<file path="src/rtl/pipelined_add_sub.sv">
// Pipelined WIDTH-bit adder/subtractor: one CHUNK-bit slice per stage with the
// carry registered between stages, valid/ready handshake with global stall.
module pipelined_add_sub #(
   parameter int unsigned WIDTH = 64,
   parameter int unsigned CHUNK = 16
) (
   input  logic             clk,
   input  logic             rst_n,
   input  logic             in_valid,
   output logic             in_ready,
   input  logic [WIDTH-1:0] in_a,
   input  logic [WIDTH-1:0] in_b,
   input  logic             in_sub,
   input  logic             in_cin,
   output logic             out_valid,
   input  logic             out_ready,
   output logic [WIDTH-1:0] out_sum,
   output logic             out_cout,
   output logic             out_ovf,
   output logic             out_zero
);

   localparam int unsigned STAGES = WIDTH / CHUNK;
   localparam int unsigned LAST   = STAGES - 1;

   // Stage k's register set; index LAST doubles as the output register so
   // accept-to-out_valid latency is exactly STAGES cycles.
   logic [WIDTH-1:0] r_a [STAGES];
   logic [WIDTH-1:0] r_b [STAGES];
   logic [WIDTH-1:0] r_s [STAGES];
   logic             r_c [STAGES];
   logic             r_v [STAGES];
   logic             r_ovf;
   logic             r_zero;

   // Stage inputs (operand skew, carry, partial sum, valid)
   logic [WIDTH-1:0] op_a [STAGES];
   logic [WIDTH-1:0] op_b [STAGES];
   logic [WIDTH-1:0] op_s [STAGES];
   logic             op_c [STAGES];
   logic             op_v [STAGES];

   // Stage results
   logic [CHUNK:0]   slice [STAGES];
   logic [WIDTH-1:0] nx_a  [STAGES];
   logic [WIDTH-1:0] nx_b  [STAGES];
   logic [WIDTH-1:0] nx_s  [STAGES];
   logic             nx_c  [STAGES];
   logic             nx_v  [STAGES];
   logic             nx_ovf;
   logic             nx_zero;

   logic advance;

   assign advance   = !out_valid || out_ready;
   assign in_ready  = advance;
   assign out_valid = r_v[LAST];
   assign out_sum   = r_s[LAST];
   assign out_cout  = r_c[LAST];
   assign out_ovf   = r_ovf;
   assign out_zero  = r_zero;

   // Select each stage's inputs: ports for stage 0 (with subtract inversion), previous register otherwise
   always_comb begin
      op_a[0] = in_a;
      op_b[0] = in_sub ? ~in_b : in_b;
      op_c[0] = in_sub ? 1'b1 : in_cin;
      op_s[0] = '0;
      op_v[0] = in_valid;
      for (int unsigned k = 1; k < STAGES; k++) begin
         op_a[k] = r_a[k-1];
         op_b[k] = r_b[k-1];
         op_c[k] = r_c[k-1];
         op_s[k] = r_s[k-1];
         op_v[k] = r_v[k-1];
      end
   end

   // Add slice k, merge it into the forwarded partial sum, clear consumed operand slices
   always_comb begin
      for (int unsigned k = 0; k < STAGES; k++) begin
         slice[k] = {1'b0, op_a[k][k*CHUNK +: CHUNK]}
                  + {1'b0, op_b[k][k*CHUNK +: CHUNK]}
                  + (CHUNK+1)'(op_c[k]);
         nx_s[k] = op_s[k];
         nx_s[k][k*CHUNK +: CHUNK] = slice[k][CHUNK-1:0];
         nx_a[k] = op_a[k];
         nx_a[k][k*CHUNK +: CHUNK] = '0;
         nx_b[k] = op_b[k];
         nx_b[k][k*CHUNK +: CHUNK] = '0;
         nx_c[k] = slice[k][CHUNK];
         nx_v[k] = op_v[k];
      end
   end

   // Status flags from the final stage; carry-in XOR carry-out of the MSB is
   // computed in the equivalent form "same-sign operands, different-sign sum".
   always_comb begin
      nx_zero = (nx_s[LAST] == '0);
      nx_ovf  = (op_a[LAST][WIDTH-1] == op_b[LAST][WIDTH-1])
             && (nx_s[LAST][WIDTH-1] != op_a[LAST][WIDTH-1]);
   end

   // All stages and the output register shift together whenever the output is free
   always_ff @(posedge clk or negedge rst_n) begin
      if (!rst_n) begin
         for (int unsigned k = 0; k < STAGES; k++) begin
            r_a[k] <= '0;
            r_b[k] <= '0;
            r_s[k] <= '0;
            r_c[k] <= 1'b0;
            r_v[k] <= 1'b0;
         end
         r_ovf  <= 1'b0;
         r_zero <= 1'b0;
      end else if (advance) begin
         for (int unsigned k = 0; k < STAGES; k++) begin
            r_a[k] <= nx_a[k];
            r_b[k] <= nx_b[k];
            r_s[k] <= nx_s[k];
            r_c[k] <= nx_c[k];
            r_v[k] <= nx_v[k];
         end
         r_ovf  <= nx_ovf;
         r_zero <= nx_zero;
      end
   end

endmodule
</file>
<file path="config.mk">
export PLATFORM = sky130hd
export DESIGN_NAME = pipelined_add_sub
export DESIGN_NICKNAME = d
export VERILOG_FILES = /design/src/rtl/pipelined_add_sub.sv
export SDC_FILE = /design/constraint.sdc
export NUM_CORES = 1
export LEC_CHECK = 0
export BUFFER_PORTS_ARGS = -buffer_cell sky130_fd_sc_hd__buf_2
export CAP_MARGIN = 5
export CORE_ASPECT_RATIO = 1.5
export CORE_MARGIN = 2
export CORE_UTILIZATION = 35
export CTS_BUF_LIST = sky130_fd_sc_hd__clkbuf_16
export DETAILED_ROUTE_END_ITERATION = 8
export GPL_ROUTABILITY_DRIVEN = 1
export SLEW_MARGIN = 10
export SYNTH_ARGS = -nofsm -noshare
export SYNTH_HDL_FRONTEND = slang
export SYNTH_SLANG_ARGS = --single-unit
</file>
<file path="constraint.sdc">
create_clock -name clk -period 2.71 [get_ports clk]
set_input_delay 0.271 -clock clk [delete_from_list [all_inputs] [get_ports clk]]
set_output_delay 0.271 -clock clk [all_outputs]
set_load 0.05 [all_outputs]
</file>
==> flow_metrics.py, run 1 <==
metrics = {
    "run_status": {
        "outcome": "finished, violations left",
        "violations": "setup timing",
    },
    "pwr": {
        "leakagePower_uw": 0.0104,
        "p_per_area_nw_per_um2": 1270,
        "vdd_drop_max_v": 0.000673,
    },
    "timing": {
        "max_freq_ghz": 0.358,
        "worst_pin_slew_ps": 729,
        "whs_ps": 24.6,
        "period_share": 1.03,
        "rsz0062_at_grt": "yes",
        "fin_ws_ps": -84.2,
        "setup_viol": 5,
        "period_minus_slack_ps": 2790,
        "hold_violations": 0,
        "skew_ps": 22.8,
        "max_slew_margin": 0.514,
        "drv_slew": 0,
    },
    "synthesis": {
        "yosysWarnings": 0,
        "netlist.area_leader.share": 0.538,
        "synth.avg_cell_area_um2": 8.89,
        "synth_top_cells_by_area": "dfrtp_1, nand2_1, ha_1",
        "ys_types": 56,
        "ys_seq_elements": 362,
        "netlist_area_um2": 16800,
        "synth_fp_nets": 2097,
        "synth_top_area_cell": "dfrtp_1",
        "synthArstFlopShare": 1.00,
        "ys_seq_area_frac": 0.538,
        "synth_edf_count": 0,
        "syn_inst": 1895,
        "synthFlopType": "dfrtp_1",
    },
    "route": {
        "firstDrtPassIters": 5,
        "drt_wl_total_mm": 41.3,
        "num_vias": 13200,
        "ant_nets": 0,
        "via_per_inst": 4.74,
        "drc_errors": 0,
        "drt_iter0_drc": 622,
        "wl_per_cell_um": 14.8,
    },
    "cts": {
        "cts-root-buf": "clkbuf_16",
        "cts_tree": "built",
        "clk_pin_slew_ps": 60,
        "clockBufferDepth": 3,
        "clk_latency_ps": 540,
        "htree_levels": 2,
        "cts_sinks": 362,
        "cts_buffers": 38,
    },
    "floorplanning": {
        "fp.dieW_um": 183,
        "initial_core_util": 0.354,
        "ios": 203,
        "dieArea_um2": 49900,
        "row_count": 98,
        "core-area_um2": 47600,
        "die_h_um": 273,
    },
    "setup_path": {
        "cp-start-kind": "register",
        "worstSetupEndpointType": "register",
        "cp_slowest_stage_delay_ps": 370,
        "crit_slowest_cell": "dfrtp_1",
        "path_class": "register to register",
        "crit_required_ps": 3100,
        "path_cells": "inv_2 > fa_2 > inv_2 > fa_2 > a21o_1 > a21o_1 > a2111oi_4 > o21ai_2 > o41ai_2 > o21bai_1 > a211oi_2 > o41ai_1",
        "path_max_fanout": 2,
        "arrival_ps": 3180,
    },
    "global_route": {
        "grt_pass1_vias": 13400,
        "grt_start_max_net_pins": 106,
        "grt_pass1_wl_mm": 67.7,
        "grt_use_total": 0.167,
        "antenna_found_initial": 2,
        "grt_remaining_overflow": 0,
    },
    "place": {
        "place_congestion": 0.805,
        "dp.cells": 2661,
        "place.port_buffers": 202,
        "pre_cts_ws_ps": -315,
        "dpl.hpwl_mm": 29.4,
    },
    "layout": {
        "diodes": 0,
        "area.growth.synth_to_final_pct": 23.6,
        "instances_no_fill": 2789,
        "drive_gt1_frac": 0.176,
        "num-nets-final": 2364,
    },
    "min_path": {
        "hold_path_class": "input port to register",
    },
    "flow_run": {
        "cap_violations": 0,
    },
}
-- critical path: cells and delay by family (launching register included) --
family                     cells  cell delay [ps]
buffers and inverters          2              120
DFF                            1              370
adders and majority gates      2              570
AOI/OAI and AO/OA              8             1580
-- registers in the layout, indices dropped and copies added, names as in the netlist, 3 cells and up --
register	count
nx_a	48
nx_b	48
nx_s	96
nx_v	3
op_a	48
op_b	48
op_c	3
out_sum	64
-- per-layer routing --
layer / GRT usage / up-vias / routed length [um]
met3: 0.0221 / 68 / 1340
met4: 0.0619 / 4 / 1390
met5: 0 / - / 25
met1: 0.206 / 6273 / 17700
li1: - / 6655 / -
met2: 0.296 / 213 / 20800
-- kinds of logic (layout without fill, tap and decap cells) --
kind of cell,Yosys count,count (layout),synth area share
XOR/XNOR,107,107,0.0556
multiplexers,3,3,0.00193
flip-flops,362,362,0.538
adder cells (fa/ha/maj),68,68,0.0541
buffers and inverters,124,418,0.0276
AO/OA/AOI/OAI,227,227,0.0853
AND/OR/NAND/NOR,1004,1004,0.238
-- timing repair --
item                                    CTS  global route
pin swaps                                16            32
gates cloned                              0             0
endpoints found under the hold margin   126             0
endpoints found under the setup margin    7            16
setup buffers                             4             5
hold buffers                             53             0
resized for setup                        20            30
-- final timing paths --
kind / to / slack (ps) / startpoint / depth (start not counted)
setup reg to reg: nx_s[46]$_DFFE_PN0P_ / -80 / op_a[96]$_DFFE_PN0P_ / 12
setup / recovery: nx_s[46]$_DFFE_PN0P_ / -80 / op_a[96]$_DFFE_PN0P_ / 12
hold reg to reg: out_sum[8]$_DFFE_PN0P_ / 460 / out_sum[8]$_DFFE_PN0P_ / 2
hold / removal: nx_b[178]$_DFFE_PN0P_ / 20 / in_b[50] / 3
max in group asynchronous: nx_s[67]$_DFFE_PN0P_ / 1540 / rst_n / 3
min in group asynchronous: op_a[152]$_DFFE_PN0P_ / 350 / rst_n / 2
-- power by group --
group	switching [uW]	total [uW]	leakage, uW	internal (uW)
clock	2190	5050	0.000614	2860
sequential	1560	9400	0.00435	7840
combinational	7510	11900	0.00548	4420
total	11300	26400	0.0104	15100
-- cell usage after synthesis (5+ instances only) --
cell,instances
nor2_1,72
o21ai_0,84
nor2b_1,5
and3_1,6
nor4_1,17
a21oi_1,60
clkbuf_1,84
or3_1,10
fa_1,8
nand3_1,15
ha_1,60
xor2_1,36
o31ai_1,11
nor3_1,14
xnor2_1,71
o21a_1,8
inv_1,31
a21o_1,11
nand2_1,838
dfrtp_1,362
a211oi_1,10
buf_1,8
nand2b_1,7
-- layout by cell type (no fill, tap or decap), types with 9 or more instances in the layout --
cell           Yosys  final
dlygate4sd3_1      0     53
xnor2_1           71     67
nor3_1            14     14
nand3_1           15     14
o31ai_1           11      9
dfrtp_1          362    362
a21o_1            11     11
nand2_1          838    837
nor4_1            17     16
nor2_1            72     72
o21ai_0           84     82
clkbuf_16          0     38
ha_1              60     60
or3_1             10     10
buf_2              0    200
buf_4              0     56
inv_1             31     31
a21oi_1           60     52
xor2_1            36     36
-- per-stage QoR --
step	area, um^2	power (uW)	TNS, ps	utilization
2_1_floorplan	16900	17400	-89.5	-
3_3_place_gp	18800	20500	-841	0.396
3_5_place_dp	18800	20800	-1390	0.396
4_1_cts	20700	26300	-597	0.434
5_1_grt	20800	28400	-1290	0.438
6_report	20800	26400	-220	0.438
-- area by class of cell --
cell class / count / area, um^2
fill: 4734 / 26700
timing repair buffer: 319 / 2130
tap: 600 / 751
inverter: 32 / 128
multi-input combinational: 1409 / 7570
clock buffer: 38 / 951
sequential: 362 / 9060
clock inverter: 29 / 239
Note: power is estimated with default switching activity, not from simulation.
==> run 2, diff against run 1 <==
RECOVER_POWER = 100   (was not set)
==> flow_metrics.py, run 2 (synthesis results as in run 1) <==
metrics = {
    "run_status": {
        "outcome": "finished, violations left",
        "violations": "capacitance limit, slew limit, setup timing",
    },
    "route": {
        "via_per_inst": 4.75,
        "ant_nets": 0,
        "drt_iter0_drc": 636,
        "drc_errors": 0,
        "firstDrtPassIters": 5,
        "num_vias": 13200,
        "drt_wl_total_mm": 41.3,
        "wl_per_cell_um": 14.8,
    },
    "cts": {
        "cts_sinks": 362,
        "clk_latency_ps": 540,
        "cts-root-buf": "clkbuf_16",
        "clk_pin_slew_ps": 60,
        "cts_tree": "built",
        "htree_levels": 2,
        "clockBufferDepth": 3,
        "cts_buffers": 38,
    },
    "layout": {
        "final_common_cell": "nand2_1",
        "area.growth.synth_to_final_pct": 22.6,
        "mostFrequentLayoutCells": "nand2_1, dfrtp_1, buf_2",
        "largest_reg_flops": 96,
        "drive_gt1_frac": 0.143,
        "num-nets-final": 2364,
        "diodes": 0,
    },
    "setup_path": {
        "worstSetupEndpointType": "register",
        "cp-start-kind": "register",
        "arrival_ps": 3180,
        "path_class": "register to register",
        "ff2ff_path_depth": 12,
        "crit_required_ps": 3100,
        "path_max_fanout": 2,
    },
    "flow_run": {
        "cap_violations": 1,
    },
    "min_path": {
        "hold_path_class": "input port to register",
        "min_delay_path_depth": 3,
    },
    "floorplanning": {
        "ios": 203,
        "initial_core_util": 0.354,
        "row_count": 98,
        "fp.dieW_um": 183,
        "core-area_um2": 47600,
        "dieArea_um2": 49900,
        "die_h_um": 273,
    },
    "pwr": {
        "leakagePower_uw": 0.0102,
        "p_total_uw": 26200,
        "p_per_area_nw_per_um2": 1270,
        "vdd_drop_max_v": 0.000645,
    },
    "place": {
        "place.port_buffers": 202,
        "dpl.hpwl_mm": 29.4,
        "pre_cts_ws_ps": -315,
        "place_congestion": 0.805,
    },
    "timing": {
        "period_minus_slack_ps": 2790,
        "fin_ws_ps": -84.7,
        "period_share": 1.03,
        "hold_violations": 0,
        "skew_ps": 23.3,
        "drv_slew": 86,
        "worst_pin_slew_ps": 2320,
        "rsz0062_at_grt": "yes",
        "max_slew_margin": -0.544,
        "max_freq_ghz": 0.358,
        "setup_viol": 5,
    },
    "global_route": {
        "grt_pass1_wl_mm": 67.7,
        "grt_use_total": 0.167,
        "grt_use_met2": 0.296,
        "grt_remaining_overflow": 0,
        "grt_pass1_vias": 13400,
        "grt_start_max_net_pins": 106,
        "grt_util_met1": 0.206,
        "grt_busiest_layer": "met2",
        "gr-usage-met3": 0.0221,
        "antenna_found_initial": 2,
    },
}
==> run 2: changes by cell type in the layout (fill, tap and decap cells not counted) <==
cell      before  now
clkbuf_1       0   72
buf_2        200  132
buf_4         56   41
clkbuf_4       0    7
clkbuf_2       0    6
buf_12         7    2
buf_6          2    6
buf_8          1    0
nor2b_1        4    5
nor2b_4        1    0
==> run 2: critical path: stages (launching register included) <==
cell and delay, ps:
dfrtp_1 370, inv_2 70, fa_2 210, inv_2 50, fa_2 360, a21o_1 160
a21o_1 200, a2111oi_4 320, o21ai_2 100, o41ai_2 280, o21bai_1 150, a211oi_2 270
o41ai_1 100
==> run 2: final cells by class <==
| type | instances | area (um^2) |
|---|---|---|
| multi-input cells | 1409 | 7560 |
| clock inverters | 29 | 239 |
| fillers | 4781 | 26900 |
| well taps | 600 | 751 |
| inverters | 32 | 128 |
| clock buffers | 38 | 951 |
| repair buffers | 319 | 1960 |
| flip-flops and latches | 362 | 9060 |
==> run 2: final timing paths <==
kind                                  startpoint                    end  slack [ps]
max in group asynchronous                  rst_n  nx_a[170]$_DFFE_PN0P_         310
hold / removal                          in_b[50]  nx_b[178]$_DFFE_PN0P_          20
min in group asynchronous                  rst_n  op_a[152]$_DFFE_PN0P_         970
setup reg to reg            op_a[96]$_DFFE_PN0P_   nx_s[46]$_DFFE_PN0P_         -80
setup / recovery            op_a[96]$_DFFE_PN0P_   nx_s[46]$_DFFE_PN0P_         -80
hold reg to reg            nx_a[169]$_DFFE_PN0P_  nx_a[169]$_DFFE_PN0P_         460
==> run 2: timing repair <==
action / 4_1_cts / 5_1_grt
setup buffers: 4 / 5
endpoints found under the hold margin: 126 / 0
pin swaps: 16 / 32
hold buffers: 53 / 0
gates resized for setup: 20 / 30
endpoints found under the setup margin: 7 / 16
==> run 2: per-stage QoR <==
stage	setup TNS (ps)	utilization	cell area, um^2	hold WS [ps]	std cells
6_report	-221	0.434	20600	23.8	2789
5_1_grt	-8270	0.434	20600	17.4	2789
4_1_cts	-597	0.434	20700	0.0825	2785
3_5_place_dp	-1390	0.396	18800	353	2661
3_3_place_gp	-841	0.396	18800	347	2661
2_1_floorplan	-89.5	-	16900	-24.6	1895
==> run 2: metal layers <==
metal | wire, um | part of all wire
met3 | 1420 | 0.034
met4 | 1370 | 0.033
met5 | 25 | 0.00060
met1 | 17700 | 0.43
met2 | 20800 | 0.50
==> run 2: power breakdown <==
group,internal [uW],total [uW],switching [uW]
logic,4230,11700,7510
clock network,2860,5050,2190
registers,7850,9420,1570
